==> src/rtl/fifo_stream_pkg.sv <==
// -----------------------------------------------------------------------------
// fifo_stream_pkg
// Shared constants and width helpers for the FIFO stream reader and its
// output buffer. Widths are derived from the buffer depth so that any depth
// of 2 or more (not only powers of two) sizes its counters correctly.
// -----------------------------------------------------------------------------
package fifo_stream_pkg;

   localparam int DEFAULT_DATA_LEN  = 16;
   localparam int DEFAULT_BUF_DEPTH = 3;
   localparam int DEFAULT_COUNT_LEN = 32;

   // Occupancy runs 0..depth inclusive, so it needs one more code than entries.
   function automatic int occ_len(input int depth);
      return $clog2(depth + 1);
   endfunction

   // Pointers index 0..depth-1; keep at least one bit for degenerate depths.
   function automatic int ptr_len(input int depth);
      return (depth > 1) ? $clog2(depth) : 1;
   endfunction

   localparam int DEFAULT_OCC_LEN = occ_len(DEFAULT_BUF_DEPTH);
   localparam int DEFAULT_PTR_LEN = ptr_len(DEFAULT_BUF_DEPTH);

   // Word type at the default width; users redeclare their own data_t from
   // their DATA_LEN parameter.
   typedef logic [DEFAULT_DATA_LEN-1:0] word_t;

endpackage

==> src/rtl/fifo_reader_buf.sv <==
// -----------------------------------------------------------------------------
// fifo_reader_buf
// Circular register buffer of DEPTH entries holding words captured from the
// FIFO until the downstream stream accepts them.
//
// Ports:
//   rclk, reset_n   clock and asynchronous active-low reset
//   push_i          write push_data_i at the write pointer this cycle
//   push_data_i     word to store
//   pop_i           retire the entry at the read pointer this cycle
//   occ_o           number of valid entries (0..DEPTH)
//   valid_o         occ_o != 0
//   data_o          entry at the read pointer (from registers, no bypass)
// -----------------------------------------------------------------------------
module fifo_reader_buf
   import fifo_stream_pkg::*;
#(
   parameter  int DATA_LEN = 16,
   parameter  int DEPTH    = 3,
   localparam int OCC_LEN  = occ_len(DEPTH),
   localparam int PTR_LEN  = ptr_len(DEPTH)
) (
   input  logic                rclk,
   input  logic                reset_n,
   input  logic                push_i,
   input  logic [DATA_LEN-1:0] push_data_i,
   input  logic                pop_i,
   output logic [OCC_LEN-1:0]  occ_o,
   output logic                valid_o,
   output logic [DATA_LEN-1:0] data_o
);

   typedef logic [DATA_LEN-1:0] data_t;

   data_t              mem_q [DEPTH];
   logic [DEPTH-1:0]   wr_sel;
   logic [PTR_LEN-1:0] wr_ptr_q, wr_ptr_d;
   logic [PTR_LEN-1:0] rd_ptr_q, rd_ptr_d;
   logic [OCC_LEN-1:0] occ_q, occ_d;

   // Explicit wrap so non power-of-two depths never visit unused codes.
   function automatic logic [PTR_LEN-1:0] ptr_inc(input logic [PTR_LEN-1:0] p);
      return (p == PTR_LEN'(DEPTH - 1)) ? '0 : p + 1'b1;
   endfunction

   // One-hot write select per entry.
   for (genvar gi = 0; gi < DEPTH; gi++) begin : g_wr_sel
      assign wr_sel[gi] = push_i && (wr_ptr_q == PTR_LEN'(gi));
   end

   always_comb begin
      wr_ptr_d = push_i ? ptr_inc(wr_ptr_q) : wr_ptr_q;
      rd_ptr_d = pop_i  ? ptr_inc(rd_ptr_q) : rd_ptr_q;
      occ_d    = occ_q;
      case ({push_i, pop_i})
         2'b10:   occ_d = occ_q + 1'b1;
         2'b01:   occ_d = occ_q - 1'b1;
         default: occ_d = occ_q;   // push+pop together: both pointers move, occ holds
      endcase
   end

   always_ff @(posedge rclk or negedge reset_n) begin
      if (!reset_n) begin
         wr_ptr_q <= '0;
         rd_ptr_q <= '0;
         occ_q    <= '0;
      end else begin
         wr_ptr_q <= wr_ptr_d;
         rd_ptr_q <= rd_ptr_d;
         occ_q    <= occ_d;
      end
   end

   // Entries are reset so data_o reads zero out of reset (rd_ptr is 0).
   // A pop and push on the same entry is safe: data_o reads the old value
   // this cycle and the new value lands on the edge.
   always_ff @(posedge rclk or negedge reset_n) begin
      if (!reset_n) begin
         for (int i = 0; i < DEPTH; i++) mem_q[i] <= '0;
      end else begin
         for (int i = 0; i < DEPTH; i++) begin
            if (wr_sel[i]) mem_q[i] <= push_data_i;
         end
      end
   end

   assign occ_o   = occ_q;
   assign valid_o = (occ_q != '0);
   assign data_o  = mem_q[rd_ptr_q];

   // Credit logic upstream must never push into a full buffer.
   assert property (@(posedge rclk) disable iff (!reset_n)
                    !(push_i && !pop_i && (occ_q == OCC_LEN'(DEPTH))));

endmodule

==> src/rtl/fifo_stream_reader.sv <==
// -----------------------------------------------------------------------------
// fifo_stream_reader
// Read-side consumer for a dual-clock FIFO without show-ahead. Issues read
// requests against a credit limit, captures the word returned one cycle later
// into a small buffer, and presents it as a valid/ready stream.
//
// Ports:
//   rclk, reset_n    read clock and asynchronous active-low reset
//   fifo_data_out    FIFO q, valid the cycle after fifo_rd_en
//   fifo_rd_empty    FIFO read-side empty flag
//   fifo_rd_en       FIFO read request (never depends on m_ready)
//   m_data, m_valid  stream output
//   m_ready          downstream ready
//   word_count       completed handshakes since reset, wraps at 2^COUNT_LEN
// -----------------------------------------------------------------------------
module fifo_stream_reader
   import fifo_stream_pkg::*;
#(
   parameter int DATA_LEN  = 16,
   parameter int BUF_DEPTH = 3,
   parameter int COUNT_LEN = 32
) (
   input  logic                 rclk,
   input  logic                 reset_n,
   input  logic [DATA_LEN-1:0]  fifo_data_out,
   input  logic                 fifo_rd_empty,
   output logic                 fifo_rd_en,
   output logic [DATA_LEN-1:0]  m_data,
   output logic                 m_valid,
   input  logic                 m_ready,
   output logic [COUNT_LEN-1:0] word_count
);

   localparam int OCC_LEN = occ_len(BUF_DEPTH);

   logic                 pend_q, pend_d;
   logic [OCC_LEN-1:0]   occ;
   logic [OCC_LEN:0]     credit_used;
   logic                 pop;
   logic [COUNT_LEN-1:0] word_count_q, word_count_d;

   // Buffered words plus the one in flight from the FIFO. Counting the
   // in-flight word guarantees a slot exists when it returns, so nothing
   // is ever dropped and m_ready stays out of the read-enable path.
   assign credit_used = {1'b0, occ} + {{OCC_LEN{1'b0}}, pend_q};

   // reset_n is included so the request drops the moment reset asserts.
   assign fifo_rd_en = reset_n & ~fifo_rd_empty &
                       (credit_used < (OCC_LEN + 1)'(BUF_DEPTH));

   assign pop = m_valid & m_ready;

   always_comb begin
      pend_d       = fifo_rd_en;
      word_count_d = word_count_q + COUNT_LEN'(pop);
   end

   always_ff @(posedge rclk or negedge reset_n) begin
      if (!reset_n) begin
         pend_q       <= 1'b0;
         word_count_q <= '0;
      end else begin
         pend_q       <= pend_d;
         word_count_q <= word_count_d;
      end
   end

   fifo_reader_buf #(
      .DATA_LEN (DATA_LEN),
      .DEPTH    (BUF_DEPTH)
   ) u_buf (
      .rclk        (rclk),
      .reset_n     (reset_n),
      .push_i      (pend_q),
      .push_data_i (fifo_data_out),
      .pop_i       (pop),
      .occ_o       (occ),
      .valid_o     (m_valid),
      .data_o      (m_data)
   );

   assign word_count = word_count_q;

   assert property (@(posedge rclk) disable iff (!reset_n)
                    credit_used <= (OCC_LEN + 1)'(BUF_DEPTH));

endmodule

==> config.mk <==
export PLATFORM = sky130hd
export DESIGN_NAME = fifo_stream_reader
export DESIGN_NICKNAME = d
export VERILOG_FILES = /design/src/rtl/fifo_stream_pkg.sv /design/src/rtl/fifo_reader_buf.sv /design/src/rtl/fifo_stream_reader.sv
export SDC_FILE = /design/constraint.sdc
export NUM_CORES = 1
export LEC_CHECK = 0
export ABC_AREA = 1
export CORE_MARGIN = 4
export CORE_UTILIZATION = 35
export DETAILED_ROUTE_END_ITERATION = 8
export PLACE_DENSITY_LB_ADDON = 0.1
export SLEW_MARGIN = 20
export SYNTH_ARGS = -nofsm -noshare
export SYNTH_HDL_FRONTEND = slang
export SYNTH_SLANG_ARGS = --single-unit
==> constraint.sdc <==
create_clock -name rclk -period 2.1 [get_ports rclk]
set_input_delay 0.315 -clock rclk [delete_from_list [all_inputs] [get_ports rclk]]
set_output_delay 0.315 -clock rclk [all_outputs]
set_load 0.02 [all_outputs]
==> results of run 1 <==
registers in the layout, indices dropped and copies added (netlist names):
name / cells
pend_q: 1
u_buf.mem_q: 48
u_buf.occ_o: 2
u_buf.rd_ptr_q: 2
u_buf.wr_ptr_q: 2
word_count: 32
worst paths after layout:
kind	slack (ps)	end	depth (start not counted)	from
worst max-delay path	70	fifo_rd_en	5	pend_q$_DFF_PN0_
min in group rclk	480	u_buf.mem_q[5]$_DFFE_PN0P_	2	u_buf.mem_q[5]$_DFFE_PN0P_
worst min register to register	480	u_buf.mem_q[5]$_DFFE_PN0P_	2	u_buf.mem_q[5]$_DFFE_PN0P_
worst max register to register	170	word_count[12]$_DFF_PN0_	11	u_buf.occ_o[1]$_DFFE_PN0P_
worst min-delay path	460	word_count[4]$_DFF_PN0_	3	reset_n
max in group asynchronous	720	u_buf.mem_q[31]$_DFFE_PN0P_	4	reset_n
area by class of cell:
cell class                 count  area [sq um]  area share, %
clock inverter                 6          67.6           1.26
clock buffer                  10           239           4.47
tap                          143           179           3.35
multi-input combinational    355          1720           32.1
inverter                      41           154           2.88
timing repair buffer          88           815           15.2
sequential                    87          2180           40.7
cells by family after synthesis:
family | synth area share, %
xor gates and xnor gates | 3.63
adders and majority gates | 1.83
and+or+nand+nor | 29.6
DFF | 53.1
buffers and inverters | 5.22
AOI/OAI and AO/OA | 6.60
routing by layer:
layer	GRT usage (%)	routed length, um	up-vias
met1	19.5	4370	1588
li1	-	-	1741
met5	0	0	-
met3	3.06	368	13
met2	25.8	4780	58
met4	4.64	137	0
what timing repair did:
| item | in CTS | in global routing |
|---|---|---|
| hold endpoints to repair | 8 | 0 |
| buffers inserted | 0 | 1 |
| endpoints found under the setup margin | 17 | 2 |
| resized for setup | 24 | 1 |
| hold buffers | 1 | 0 |
worst reg2reg max path, stage by stage, from the launching register on:
cell and delay (ps):
dfrtp_1 380, buf_4 140, or2_2 300, nand2_1 80
inv_1 50, ha_1 190, ha_1 210, nand2_2 90
nor2_4 50, nand2_4 110, nor2_2 70, xor2_1 130
stage by stage:
step                hold WS (ps)  total power, mW  TNS [ps]
floorplan                   19.4             4.18         0
global placement             267             5.44      -169
detailed placement           258             5.49      -205
CTS                          462             6.97         0
global route                 482             7.38    -0.711
finish                       462             6.86         0
power by group:
group,internal [mW],switching (mW),total [mW]
combinational,1.07,1.53,2.61
clock,0.961,0.673,1.63
sequential,2.27,0.349,2.62
layout by cell type, fill, tap and decap left out, drive strengths merged, types with 2 or more instances in the layout:
cell type	synthesis	final
dlygate4sd2	0	16
dfrtp	87	87
a21oi	2	2
ha	6	6
o21ai	52	52
inv	41	43
clkbuf	10	10
nand3	43	43
clkdlybuf4s50	0	51
nand2	180	180
clkinvlp	0	2
buf	4	20
xnor2	6	6
nor2	45	45
nand3b	8	8
xor2	11	11
==> results by group, run 1 <==
Floorplan
  – Die width: about 120 um
  – FP Rows: 39
  – Die height: between 100 and 150 um
  – Die area: ~14000 sq um
  – I/O pin cnt: 70
  – Initial Utilization: 35.9%
  – Core Area: around 11000 sq um

Worst hold path
  – Hold Path Class: input port to async pin

Synthesis
  – Top-area cell type share of the netlist area: a little over half
  – Area leader, netlist: dfrtp_1
  – Sequential area share after synthesis: a little over half
  – Async SR Flop Fraction: 100%
  – Top cells by area, synth: dfrtp_1, nand2_1, o21ai_0, nand3_1, inv_1
  – Post-synth top cells: nand2_1, dfrtp_1, o21ai_0
  – Synth Area per Inst: 8.24 sq um
  – Yosys cell types: 21
  – Mapped Cells: approximately 500
  – Most frequent cell after synthesis: nand2_1
  – Yosys warns: 0
  – Post-Syn Nets: around 520
  – Flops & latches, synth: 87
  – Top FF cell, synth: dfrtp_1
  – Post-synth EDFFs: 0
  – Combined area of all synthesized cells: between 4000 and 5000 sq um

Job
  – Maxcap violations: 0

Critical path
  – Setup crit end kind: output pin
  – Crit-path cells: ha_2 > ha_1 > or3b_4 > a21oi_2 > buf_4
  – CP max stage cell: dfrtp_1
  – Worst Path Required: between 1500 and 2000 ps
  – Buf/Inv on CP: 1
  – CP max stage delay: between 300 and 400 ps
  – Critical Path AT: 1710 ps
  – Worst-path fanout max: 2
  – Startpoint Class: register
  – Setup CP Type: register to output pin
  – Critical path's top delay family: flip-flops

Global routing
  – GRT Total Usage: 15.1%
  – Vias in the first global route: between 3k and 4k
  – Initial antenna violation count: 0
  – Largest net degree at the start of global routing: 80
  – Total grt overflow: 0
  – First-pass GRT wire length: around 16000 um

STA
  – Final Hold Fails: 0
  – Crit share post-route: 96.7%
  – Slew @ Worst Pin: just over 700 ps
  – Pins Over Slew Limit: 0
  – Final WS setup: ~70 ps
  – Final Critical Period: between 2000 and 2500 ps
  – Fmax: just under 0.5 GHz
  – Setup violators final: 0
  – Slew margin rel.: ~52%
  – Clock Skew: between 6 and 7 ps

Routing
  – WL final: a little under 10000 um
  – Routed WL per cell: around 13 um
  – Routed Antenna Nets: 0
  – Drt first pass iters: 4
  – DRC: 0
  – Routed vias: approximately 3.4k
  – Routed vias/inst: ~4.7
  – 1st-iter DRT viols: about 170

Final layout
  – Final Cell Area: about 5300 sq um
  – Core Util, Final: between 40% and 50%
  – Syn-to-layout area delta: 30.5%
  – Layout cells sized above 1: between 10 and 15%
  – Diode count: 0
  – Fin cells: between 700 and 800
  – Fillers: 1184
  – Nets: just over 600

Clock network
  – CTS tree: built
  – Worst-path clk slew: about 70 ps
  – Clk_lat worst skew: around 330 ps
  – Num CTS Buffers: 9
  – Sink Count: a little under 90
  – CTS Buffer Depth: 2
  – CTS Root Cell: clkbuf_16
  – H-tree Lvls: 3

Outcome
  – Status: completed

Placed design
  – Routability cong.: about 0.86
  – DP Worst Slack: -197 ps
  – Placed cells: approximately 710
  – IO Port Bufs: a little under 70
  – Post-DP HPWL: a little under 7000 um
  – Post-DP Area: slightly above 5000 sq um

Power
  – Leakage: between 2 and 3 nW
  – VDD IR-drop max: between 500 and 600 uV
  – PwrDens: 1280 nW/um^2
(Power assumes the default switching activity.)
==> inputs of run 2 (changes only) <==
Settings changed: SYNTH_HIERARCHICAL set to 1.
==> run 2 against run 1 <==
  * Sequential share of layout area fell by 1.1 points
  * Cell count rose by 1.5%
  * Clock power rose by 2%
  * Power rose by 1.0%
  * Non-clock buffer count fell by 2
  * Area after synthesis rose by 3.8%
  * Worst setup slack improved by 7.3 ps
  * Sequential power barely moved
  * Cell area rose by 2.7%
  * Clock skew barely moved
  * Fmax rose by 0.36%
  * Synthesized cell count rose by 1.2%
  * Critical endpoint unchanged
==> results by group, run 2 <==
STA
  – Min Hold Slack: 490 ps (+27.7 ps)
  – Unrepaired setup endpoints after global routing: no
  – Setup_tns: 0 ps (unchanged)
  – Final Hold Fails: 0 (unchanged)
  – Slew @ Worst Pin: 853 ps (+134 ps)
  – Setup violators final: 0 (unchanged)
  – Fmax: 0.494 GHz (+0.36%)
  – Final Critical Period: 2020 ps (-7.35 ps)
  – Pins Over Slew Limit: 0 (unchanged)
  – Clock Skew: 6.36 ps (-0.428 ps)
  – Slew margin rel.: 43.2% (-8.9 points)
  – Crit share post-route: 96.3% (-0.35 points)

Synthesis
  – Largest family of logic cells by synthesized area: simple AND/OR/NAND/NOR gates
  – Adder-Cell Fraction of Synth Area: 1.76% (-0.068 points)
  – Post-Synth XOR/XNOR Area: 3.82% (+0.19 points)
  – Sequential area share after synthesis: 51.2% (-2.0 points)
  – Compound-gate portion of the synthesized area: 6.23% (-0.36 points)
  – Top-area cell type share of the netlist area: 51.2% (-2.0 points)
  – Top cells by area, synth: dfrtp_1, nand2_1, inv_1, o21ai_1, nand3_1
  – Post-synth EDFFs: 0 (unchanged)
  – Most frequent cell after synthesis: nand2_1
  – Area leader, netlist: dfrtp_1
  – Top FF cell, synth: dfrtp_1
  – Synth Area in Simple Gates: 31.5% (+1.9 points)
  – Combined area of all synthesized cells: 4260 sq um (+3.8%)
  – Yosys warns: 6 (+6)
  – Post-synth top cells: nand2_1, dfrtp_1, inv_1
  – Post-Syn Nets: 529 (+1.1%)
  – Async SR Flop Fraction: 100% (unchanged)
  – Flops & latches, synth: 87 (unchanged)
  – Yosys cell types: 25 (+19%)
  – Mux share of post-synthesis cell area: 0% (unchanged)
  – Synth Area per Inst: 8.46 sq um (+2.6%)
  – Mapped Cells: 503 (+1.2%)

Final layout
  – Fin cells: 741 (+1.5%)
  – Nets: 614 (+0.99%)
  – Most frequent cells in the layout: nand2_1, dfrtp_1, clkdlybuf4s50_1, inv_1, o21ai_1
  – Syn-to-layout area delta: 29.1%
  – Core Util, Final: 45.9% (-0.90 points)
  – Most common cell after layout, fill and taps aside: nand2_1
  – Max FFs per register: 48 (unchanged)
  – Most flops, register: u_buf/mem_q
  – Layout cells sized above 1: 13.3% (+3.3 points)
  – Fillers: 1206 (+1.9%)

Clock network
  – Worst-path clk slew: 70 ps (about the same)
  – CTS Root Cell: clkbuf_16
  – H-tree Lvls: 3 (unchanged)
  – Sink Count: 87 (unchanged)
  – Num CTS Buffers: 9 (unchanged)
  – CTS Buffer Depth: 2 (unchanged)
  – Clk_lat worst skew: 340 ps (about the same)
  – CTS tree: built

Critical path
  – Worst-path fanout max: 2 (unchanged)
  – Setup crit end kind: output pin
  – Worst r2r src: u_buf/occ_o[0]$_DFFE_PN0P_
  – Critical Path AT: 1710 ps (about the same)
  – Worst reg2reg setup slack: 240 ps (+70 ps)
  – Worst flop-to-flop path endpoint: word_count[20]$_DFF_PN0_
  – Setup CP Type: register to output pin
  – Most used cell, CP: ha_2
  – Worst r2r path cells: 14 (+3)
  – CP max stage cell: dfrtp_1
  – Setup crit start: pend_q$_DFF_PN0_
  – Crit-path cells: ha_2 > ha_2 > or3b_4 > a21oi_4 > buf_6
  – CP max stage delay: 380 ps (about the same)
  – Worst Path Required: 1780 ps (about the same)
  – Startpoint Class: register

Power
  – Gate power share: 37.9% (about the same)
  – PwrDens: 1260 nW/um^2 (-1.7%)
  – VDD IR-drop max: 874 uV (+50%)
  – Leakage: 2.69 nW (+6.4%)
  – Tot Pwr: 6.93 mW (+1.0%)
  – Net Sw Frac: 37.7% (+0.45 points)
  – Reg power frac: 38.0% (-0.2 points)
  – NetSw: 2.61 mW (+2.2%)
  – Clk pwr share: 24.1% (+0.3 points)
  – Pint: 4.31 mW (+0.28%)

Global routing
  – Initial antenna violation count: 0 (unchanged)
  – Vias in the first global route: 3441 (+3.4%)
  – Largest net degree at the start of global routing: 66 (-18%)
  – Total grt overflow: 0 (unchanged)
  – GRT Total Usage: 15.4% (+0.23 points)
  – First-pass GRT wire length: 17100 um (+5.8%)

Worst hold path
  – Hold Path End: u_buf/mem_q[8]$_DFFE_PN0P_
  – Hold path start: u_buf/mem_q[8]$_DFFE_PN0P_
  – Worst hold path cell count: 2
  – Hold Path Class: register to register

Floorplan
  – Core Area: 12000 sq um (+4.8%)
  – FP Rows: 40 (+2.6%)
  – Die height: 118 um (+1.8%)
  – I/O pin cnt: 70 (unchanged)
  – Die width: 118 um (+1.8%)
  – Initial Utilization: 35.6% (-0.31 points)
  – Die area: 14000 sq um (+3.6%)

Outcome
  – Status: completed

Routing
  – 1st-iter DRT viols: 173 (+0.58%)
  – Drt first pass iters: 4 (unchanged)
  – Routed Antenna Nets: 0 (unchanged)
  – WL final: 9840 um (+1.9%)
  – DRC: 0 (unchanged)
  – Routed WL per cell: 13.3 um (+0.42%)
  – Routed vias/inst: 4.53 (-2.8%)
  – Routed vias: 3354 (-1.4%)

Job
  – Maxcap violations: 0 (unchanged)

Placed design
  – IO Port Bufs: 69 (unchanged)
  – Post-DP HPWL: 7070 um (+2.0%)
  – Placed cells: 721 (+1.3%)
  – Routability cong.: 0.821 (-4.3%)
-- run 2: changes by cell type after synthesis, sizes merged --
| cell | change |
|---|---|
| nand4 | +1 |
| inv | +5 |
| buf | +7 |
| a21oi | -1 |
| clkbuf | -9 |
| nand2 | +20 |
| or2 | -1 |
| nor2 | +1 |
| xnor2 | -1 |
| nand3 | -16 |
-- run 2: layout make-up --
cell class                 instances  area [sq um]  share of cell area, %
antenna                            1          2.50                 0.0455
clock buffer                      11           253                   4.60
clock inverter                     5          63.8                   1.16
inverter                          46           173                   3.14
multi-input combinational        358          1860                   33.9
sequential                        87          2180                   39.6
tap                              147           184                   3.35
timing repair buffer              86           781                   14.2
-- run 2: critical path: cells and delay by family, from the launching register on --
family                   cells  cell delay, ps
AO/OA/AOI/OAI                1             140
adder cells (fa/ha/maj)      2             340
buffers and inverters        1             130
flip-flops                   1             380
AND/OR/NAND/NOR              1             370
-- run 2: how the worst max path moves through the flow --
stage,cells past startpoint,end,slack [ps]
finish,5,fifo_rd_en,80
global route,5,fifo_rd_en,7
floorplan,13,word_count[20]$_DFF_PN0_,160
global placement,4,fifo_rd_en,-180
CTS,5,fifo_rd_en,5
detailed placement,5,fifo_rd_en,-230
-- run 2: cells by family after synthesis --
logic type	after synthesis
compound gates	53
fa+ha+maj	6
buf+inv	58
xor+xnor	16
simple gates	283
flops	87
-- run 2: per-stage QoR --
step	setup WS (ps)	cell area [sq um]
after floorplan	163	4260
after global placement	-177	5170
after detailed placement	-230	5170
after CTS	5.34	5480
after global routing	7.33	5490
final	77.7	5500
-- run 2: per-layer routing --
layer  GRT usage (%)  wire [um]  up-vias  share of wire (%)
met4            4.54        149        0                1.5
met3            4.78        397       10                4.0
met5               0          0        -                  0
met2            25.5       4780       65                 49
met1            19.2       4510     1540                 46
li1                -          -     1739                  -
-- run 2: power groups by stage --
stage               clock (mW)  combinational (mW)  sequential (mW)
floorplan                    0                1.59             2.65
global placement             0                2.81             2.62
detailed placement           0                2.85             2.65
CTS                       1.73                2.67             2.63
global route              1.81                2.97             2.71
finish                    1.67                2.63             2.63
-- run 2: timing repair --
item	4_1_cts	5_1_grt
pin swaps	0	0
hold buffers	1	0
resized for setup	24	14
endpoints found under the setup margin	17	11
buffers inserted	0	2
endpoints found under the hold margin	22	0
gates cloned	0	0
==> inputs of run 3 (changes only) <==
Settings changed: CORE_UTILIZATION 35 to 60, DONT_BUFFER_PORTS set to 1, MAX_ROUTING_LAYER set to met4.
==> run 3 against run 2 <==
  * The flow now finishes with violations (hold timing)
  * Sequential cell count unchanged
  * Worst hold slack worse by 830 ps
  * Via count down 4.0%
  * Wire length down 12%
  * Critical path depth unchanged
  * Register-to-register slack worse by 90 ps
  * First-iteration DRC count down 35%
  * Clock power down 23%
  * Core utilization up 22 points
  * Fmax down 1.9%
  * Critical endpoint unchanged
  * Highest routed layer unchanged
==> results by group, run 3 (synthesized netlist as in run 2, its figures left out) <==
Global routing
  – Vias in the first global route: 3064 (-11%)
  – Largest net degree at the start of global routing: 89 (+35%)
  – First-pass GRT wire length: 14500 um (-15%)
  – Total grt overflow: 0 (unchanged)
  – GRT Total Usage: 22.4% (+7.0 points)
  – Initial antenna violation count: 0 (unchanged)

Final layout
  – Syn-to-layout area delta: 8.70%
  – Most flops, register: u_buf/mem_q
  – Diode count: 0 (-1)
  – Core Util, Final: 67.7% (+22 points)
  – Most frequent cells in the layout: nand2_1, dfrtp_1, inv_1, o21ai_1, nor2_1
  – Final Cell Area: 4630 sq um (-16%)
  – Max FFs per register: 48 (unchanged)
  – Nets: 536 (-13%)
  – Most common cell after layout, fill and taps aside: nand2_1
  – Layout cells sized above 1: 12.6% (-0.70 points)

Placed design
  – Post-DP HPWL: 5870 um (-17%)
  – IO Port Bufs: 0 (-100%)
  – Routability cong.: 0.886 (+7.8%)
  – Post-DP Area: 4350 sq um (-16%)

Clock network
  – Num CTS Buffers: 9 (unchanged)
  – Worst-path clk slew: 90 ps (+20 ps)
  – H-tree Lvls: 3 (unchanged)
  – CTS Root Cell: clkbuf_8
  – Sink Count: 87 (unchanged)
  – CTS tree: built
  – CTS Buffer Depth: 2 (unchanged)
  – Clk_lat worst skew: 340 ps (about the same)

Floorplan
  – Die width: 92.2 um (-22%)
  – Die area: 8500 sq um (-39%)
  – I/O pin cnt: 70 (unchanged)
  – FP Rows: 30 (-25%)
  – Core Area: 6830 sq um (-43%)
  – Initial Utilization: 62.3% (+27 points)
  – Die height: 92.2 um (-22%)

Power
  – NetSw: 2.39 mW (-8.5%)
  – Reg power frac: 45.3% (+7.3 points)
  – Tot Pwr: 5.99 mW (-14%)
  – Leakage: 2.32 nW (-14%)
  – Clk pwr share: 21.5% (-2.6 points)
  – PwrDens: 1290 nW/um^2 (+2.7%)
  – VDD IR-drop max: 843 uV (-3.5%)
  – Pint: 3.60 mW (-17%)
  – Net Sw Frac: 39.9% (+2.2 points)
  – Gate power share: 33.3% (-4.6 points)

STA
  – Slew @ Worst Pin: 674 ps (-178 ps)
  – Pins Over Slew Limit: 0 (unchanged)
  – Fmax: 0.485 GHz (-1.9%)
  – Setup violators final: 0 (unchanged)
  – Crit share post-route: 98.2% (+1.9 points)
  – Slew margin rel.: 55.0% (+12 points)
  – Final Critical Period: 2060 ps (+39.0 ps)
  – Final Hold Fails: 87 (+87)
  – Clock Skew: 6.96 ps (+0.599 ps)
  – Min Hold Slack: -344 ps (-833 ps)
  – Unrepaired setup endpoints after global routing: yes

Critical path
  – CP max stage delay: 430 ps (+50 ps)
  – Worst-path fanout max: 2 (unchanged)
  – Worst Path Required: 1780 ps (about the same)
  – Setup crit end kind: output pin
  – CP max stage cell: dfrtp_2
  – Critical Path AT: 1750 ps (+40 ps)
  – Critical path's top delay family: flip-flops
  – Crit-path cells: ha_4 > ha_2 > or3b_4 > a21oi_2 > buf_6
  – Buf/Inv on CP: 1 (unchanged)
  – Setup CP Type: register to output pin
  – Startpoint Class: register

Routing
  – Routed Antenna Nets: 0 (unchanged)
  – Routed WL per cell: 14.2 um (+7.0%)
  – WL final: 8680 um (-12%)
  – Routed vias/inst: 5.27 (+16%)
  – Routed vias: 3219 (-4.0%)
  – 1st-iter DRT viols: 112 (-35%)
  – Drt first pass iters: 4 (unchanged)
  – DRC: 0 (unchanged)

Outcome
  – Failing checks: hold timing
  – Status: finished with violations

Worst hold path
  – Hold Path Class: input port to async pin

Job
  – Maxcap violations: 0 (unchanged)
-- run 3: cell types whose count changed in the layout (fill, tap and decap cells not counted), moves of 5 or more --
| cell | delta |
|---|---|
| clkbuf_8 | +8 |
| clkdlybuf4s50_1 | -51 |
| dlygate4sd2_1 | -11 |
| clkbuf_2 | -5 |
| buf_4 | -10 |
| clkbuf_16 | -9 |
-- run 3: area by class of cell --
class / instances / area (sq um)
Clock buffer: 11 / 141
Clock inverter: 5 / 81.3
Fill cell: 596 / 2210
Inverter: 46 / 173
Multi-Input combinational cell: 358 / 1870
Sequential cell: 87 / 2180
Tap cell: 96 / 120
Timing Repair Buffer: 8 / 63.8
-- run 3: per-layer routing --
metal / GRT usage (%) / vias up / wire length (um)
met1: 25.5 / 1526 / 3660
met5: - / - / 0
met4: 10.8 / 0 / 220
li1: - / 1582 / -
met2: 37.0 / 96 / 4260
met3: 5.58 / 15 / 543
-- run 3: timing repair --
| action | 4_1_cts | 5_1_grt |
|---|---|---|
| resized for setup | 6 | 3 |
| buffers inserted | 2 | 1 |
| endpoints found under the setup margin | 1 | 3 |
| pin swaps | 0 | 3 |
| cloned | 0 | 0 |
| hold endpoints to repair | 87 | 87 |
-- run 3: power groups by stage --
stage	registers, mW	clock network [mW]	logic (mW)
after floorplan	2.65	0	1.59
after global placement	2.71	0	1.88
after detailed placement	2.74	0	1.94
after CTS	2.70	1.31	2.00
after global routing	2.78	1.38	2.24
final	2.71	1.28	1.99
-- run 3: final timing paths --
check / start / to / slack, ps / depth (start not counted)
max in group asynchronous: reset_n / u_buf/mem_q[36]$_DFFE_PN0P_ / 2310 / 0
min: reset_n / word_count[19]$_DFF_PN0_ / -340 / 0
min in group rclk: fifo_data_out[8] / u_buf/mem_q[24]$_DFFE_PN0P_ / 130 / 2
min reg2reg: u_buf/mem_q[4]$_DFFE_PN0P_ / u_buf/mem_q[4]$_DFFE_PN0P_ / 490 / 2
max: pend_q$_DFF_PN0_ / fifo_rd_en / 40 / 5
max reg2reg: u_buf/occ_o[0]$_DFFE_PN0P_ / word_count[24]$_DFF_PN0_ / 150 / 14
-- run 3: metrics by stage --
stage / TNS [ps] / hold slack (ps) / cells / worst slack [ps]
6_report: 0 / -344 / 611 / 38.7
5_1_grt: -95.1 / -376 / 611 / -26.4
2_1_floorplan: 0 / 19.4 / 503 / 163
4_1_cts: 0 / -365 / 610 / 31.1
3_5_place_dp: 0 / 22.0 / 592 / 182
3_3_place_gp: 0 / 21.9 / 592 / 243
==> variant 1 (settings of run 2) <==
Register the output `word_count` once more, with the module's reset; this adds one clock of latency there. The other outputs are not delayed to match.
--- a/src/rtl/fifo_stream_reader.sv
+++ b/src/rtl/fifo_stream_reader.sv
@@ -79,7 +79,13 @@
       .data_o      (m_data)
    );
 
-   assign word_count = word_count_q;
+   always_ff @(posedge rclk or negedge reset_n) begin
+      if (!reset_n) begin
+         word_count <= '0;
+      end else begin
+         word_count <= word_count_q;
+      end
+   end
 
    assert property (@(posedge rclk) disable iff (!reset_n)
                     credit_used <= (OCC_LEN + 1)'(BUF_DEPTH));
Function: changed (a bounded check fails within 4 cycles, from zero or initial values and one cycle with reset_n low).
==> variant 1 against run 2 <==
  * The flow now finishes with violations (negative hold slack)
  * Cell area rose by 21%
  * Total power rose by 29%
  * Sequential cell count rose by 32
  * Critical path depth did not move
  * Synthesized area rose by 19%
  * Wire length rose by 10%
  * Worst setup slack got worse by 50 ps
  * Combinational power rose by 3%
  * Die area rose by 17%
  * Sequential power rose by 26%
  * Critical path type unchanged
  * Largest cell class unchanged
  * Highest routed layer unchanged
==> variant 1: results (changes against run 2) <==
stage	metric	value	unit	change
outcome	status	finished with violations		
outcome	violated checks	negative hold slack		
cts	clk_lat worst skew	400	ps	+60 ps
cts	CTS buffer count	17		+8
pwr	Int Power	6.02	mW	+40%
final_layout	nets	647		+5.4%
sta	Clock Skew	8.08	ps	+1.72 ps
sta	Worst-Margin Slew	713	ps	-139 ps
routing	vias per inst	4.51		-0.31%
worst_setup_path	worst r2r src	u_buf/occ_o[1]$_DFFE_PN0P_		
routing	DR iter-0 viols	227		+31%
global_routing	global-route wire length before repair	18.6	mm	+8.6%
global_routing	met3 usage	5.21	%	+0.42 points
final_layout	# diodes	0		-1
worst_hold_path	Worst Hold Class	input port to async pin		
global_routing	gr usage total	14.5	%	-0.85 points
final_layout	layout cells sized above 1	13.4	%	+0.085 points
global_routing	grt met2 use	22.8	%	-2.8 points
sta	Hold Slack	-45.2	ps	-535 ps
place	post-DP HPWL	7.14	mm	+0.96%
pwr	Lkg Pwr	3.24	nW	+20%
sta	Hold Violations, Final	10		+10
place	RePlAce Congestion	0.842		+2.4%
yosys	synth cell count leaders	nand2_1, dfrtp_1, inv_1		
yosys	Post-Syn Nets	561		+6.0%
yosys	Area contributors post-synth	dfrtp_1, nand2_1, inv_1, o21ai_1, nand3_1		
global_routing	M1 GR Usage	18.7	%	-0.50 points
routing	Routed wire per std cell	13.4	µm	+0.58%
global_routing	largest net degree at the start of global routing	120		+82%
pwr	Max VDD drop	0.563	mV	-36%
cts	CTS H-tree depth	4		+1
variant 1: how the worst max path moves through the flow:
| stage | start | endpoint | slack, ps | cells after the start |
|---|---|---|---|---|
| 2_1_floorplan | pend_q$_DFF_PN0_ | fifo_rd_en | 170 | 4 |
| 3_3_place_gp | fifo_rd_empty | fifo_rd_en | -170 | 4 |
| 3_5_place_dp | pend_q$_DFF_PN0_ | fifo_rd_en | -190 | 5 |
| 4_1_cts | u_buf/occ_o[0]$_DFFE_PN0P_ | fifo_rd_en | -20 | 5 |
| 5_1_grt | pend_q$_DFF_PN0_ | fifo_rd_en | -50 | 5 |
| 6_report | u_buf/occ_o[0]$_DFFE_PN0P_ | fifo_rd_en | 30 | 5 |
variant 1: layout make-up:
| cell class | instances | area, µm² | share of cell area [%] |
|---|---|---|---|
| timing repair buffer | 79 | 779 | 11.8 |
| sequential | 119 | 2980 | 44.9 |
| multi-input combinational | 358 | 1880 | 28.3 |
| clock buffer | 23 | 448 | 6.76 |
| inverter | 46 | 173 | 2.60 |
| clock inverter | 9 | 150 | 2.26 |
| tap | 180 | 225 | 3.40 |
variant 1: repair_timing:
item                       4_1_cts  5_1_grt
setup endpoints to repair       17       21
gates resized for setup         25       19
setup buffers                    0        1
pin swaps                        1        2
variant 1: power groups by stage:
stage / Combinational [mW] / Clock [mW] / Sequential [mW]
2_1_floorplan: 1.59 / 0 / 3.34
3_3_place_gp: 2.88 / 0 / 3.31
3_5_place_dp: 2.92 / 0 / 3.34
4_1_cts: 2.74 / 3.02 / 3.31
5_1_grt: 3.02 / 3.15 / 3.39
6_report: 2.71 / 2.94 / 3.31
variant 1: cell families (layout without fill, tap and decap cells):
family / count (synthesis) / count (layout) / synth area share [%]
XOR/XNOR: 16 / 16 / 3.22
flip-flops: 119 / 119 / 58.9
adder cells (fa/ha/maj): 6 / 6 / 1.48
AO/OA/AOI/OAI: 53 / 53 / 5.25
buffers and inverters: 58 / 157 / 4.68
AND/OR/NAND/NOR: 283 / 283 / 26.5
variant 1: through the flow:
step	instances	TNS (ps)	util, %	hold slack (ps)	instance area [µm²]
global placement	781	-171	43.1	393	6020
floorplan	535	0	-	19.4	5060
global route	814	-49.8	47.4	79.9	6630
finish	814	0	47.4	-45.2	6630
detailed placement	781	-214	43.1	403	6020
CTS	813	-15.2	47.3	61.4	6610
variant 1: layer usage:
layer / share of wire, % / vias to the layer above / wire [µm]
met5: 0 / - / 0
met4: 0.73 / 0 / 79
met3: 4.6 / 5 / 503
met2: 48 / 76 / 5270
met1: 46 / 1748 / 5030
li1: - / 1844 / -
==> variant 2 (settings of run 2) <==
Without the edit above. `DATA_LEN` is set to 16 in 2 places; all go to 8.
--- a/src/rtl/fifo_reader_buf.sv
+++ b/src/rtl/fifo_reader_buf.sv
@@ -15,7 +15,7 @@
 module fifo_reader_buf
    import fifo_stream_pkg::*;
 #(
-   parameter  int DATA_LEN = 16,
+   parameter  int DATA_LEN = 8,
    parameter  int DEPTH    = 3,
    localparam int OCC_LEN  = occ_len(DEPTH),
    localparam int PTR_LEN  = ptr_len(DEPTH)
--- a/src/rtl/fifo_stream_reader.sv
+++ b/src/rtl/fifo_stream_reader.sv
@@ -16,7 +16,7 @@
 module fifo_stream_reader
    import fifo_stream_pkg::*;
 #(
-   parameter int DATA_LEN  = 16,
+   parameter int DATA_LEN  = 8,
    parameter int BUF_DEPTH = 3,
    parameter int COUNT_LEN = 32
 ) (
Interface: changed (resized fifo_data_out and m_data); port bits go from 70 to 54. The function was not compared with the original's and may differ.
==> variant 2 against run 2 <==
  * Wire length shrank 26%
  * Worst setup slack gained 14 ps
  * Synthesized area shrank 24%
  * Cell area shrank 25%
  * Sequential cell count shrank 24
  * Worst hold slack lost 260 ps
  * Sequential share of layout area shrank 1.2 points
  * Maximum frequency grew 0.68%
  * Global-route usage shrank 1.2 points
  * Total power shrank 37%
  * Combinational power shrank 38%
==> variant 2: results (changes against run 2) <==
stage	metric	value	unit	change
cts	CTS resizes	16		-33%
global_routing	global-route wire length before repair	12.2	mm	-29%
final_layout	number of flip-flops in the largest register	32		-33%
yosys	Cells after Synth	382		-24%
final_layout	# diodes	0		-1
worst_setup_path	FF-to-FF setup slack	260	ps	+20 ps
sta	Max-slew headroom	45.5	%	+2.3 points
routing	met3 routed WL	332	µm	-16%
place	placed instance area	3930	µm²	-24%
global_routing	largest net degree at the start of global routing	64		-3.0%
final_layout	Area growth syn-to-layout	27.0	%	
place	IO Port Bufs	53		-23%
pwr	Psw	1.68	mW	-36%
sta	Clock Skew	10.1	ps	+3.74 ps
outcome	status	completed		
routing	Routed wire per std cell	12.8	µm	-3.3%
cts	Clock Tree Root	clkbuf_8		
pwr	Lkg Pwr	2.01	nW	-26%
yosys	synth cell count leaders	nand2_1, dfrtp_1, inv_1		
worst_setup_path	Crit path arrival time	1690	ps	-20 ps
routing	met1 wire length	3.38	mm	-25%
worst_hold_path	Worst Hold Class	input port to async pin		
place	pre-CTS WS	-171	ps	+58.8 ps
routing	DR iter-0 viols	61		-65%
place	RePlAce Congestion	0.794		-3.3%
==> variant 2: worst register-to-register path, delay by kind of cell, from the launching register on <==
kind / cells / cell delay [ps]
AND/OR/NAND/NOR: 9 / 820
flip-flops: 1 / 350
buffers and inverters: 3 / 220
adder cells (fa/ha/maj): 2 / 350
==> variant 2: metal layers <==
layer  vias to the layer above  global-route usage [%]
met4                         0                    5.41
li1                       1326                       -
met1                      1164                    17.9
met3                         4                    3.85
met5                         -                       0
met2                        59                    23.4
==> variant 2: power groups by stage <==
stage                     clock (mW)  combinational [mW]  sequential, mW
after floorplan                    0               0.928            1.85
after global placement             0                1.71            1.80
after detailed placement           0                1.73            1.81
after CTS                      0.991                1.65            1.79
after global routing            1.04                1.82            1.84
final                          0.939                1.62            1.79
==> variant 2: cell families after synthesis <==
group | synth area share [%]
simple gates | 34.2
flops | 48.9
buf+inv | 5.08
compound gates | 4.50
xor+xnor | 5.04
fa+ha+maj | 2.33
==> variant 2: area by class of cell <==
| cell class | count | share of cell area [%] |
|---|---|---|
| clock inverters | 7 | 1.19 |
| well taps | 108 | 3.30 |
| flip-flops and latches | 63 | 38.5 |
| inverters | 38 | 3.48 |
| multi-input cells | 278 | 36.5 |
| repair buffers | 61 | 14.0 |
| clock buffers | 9 | 3.02 |
==> variant 2: how the worst max path moves through the flow <==
stage,end,start,cells after the start,slack [ps]
finish,fifo_rd_en,u_buf/occ_o[0]$_DFFE_PN0P_,5,90
global route,fifo_rd_en,u_buf/occ_o[0]$_DFFE_PN0P_,5,-0.5
CTS,fifo_rd_en,pend_q$_DFF_PN0_,5,30
detailed placement,fifo_rd_en,pend_q$_DFF_PN0_,5,-170
global placement,fifo_rd_en,fifo_rd_empty,4,-160
floorplan,word_count[20]$_DFF_PN0_,u_buf/occ_o[0]$_DFFE_PN0P_,13,160
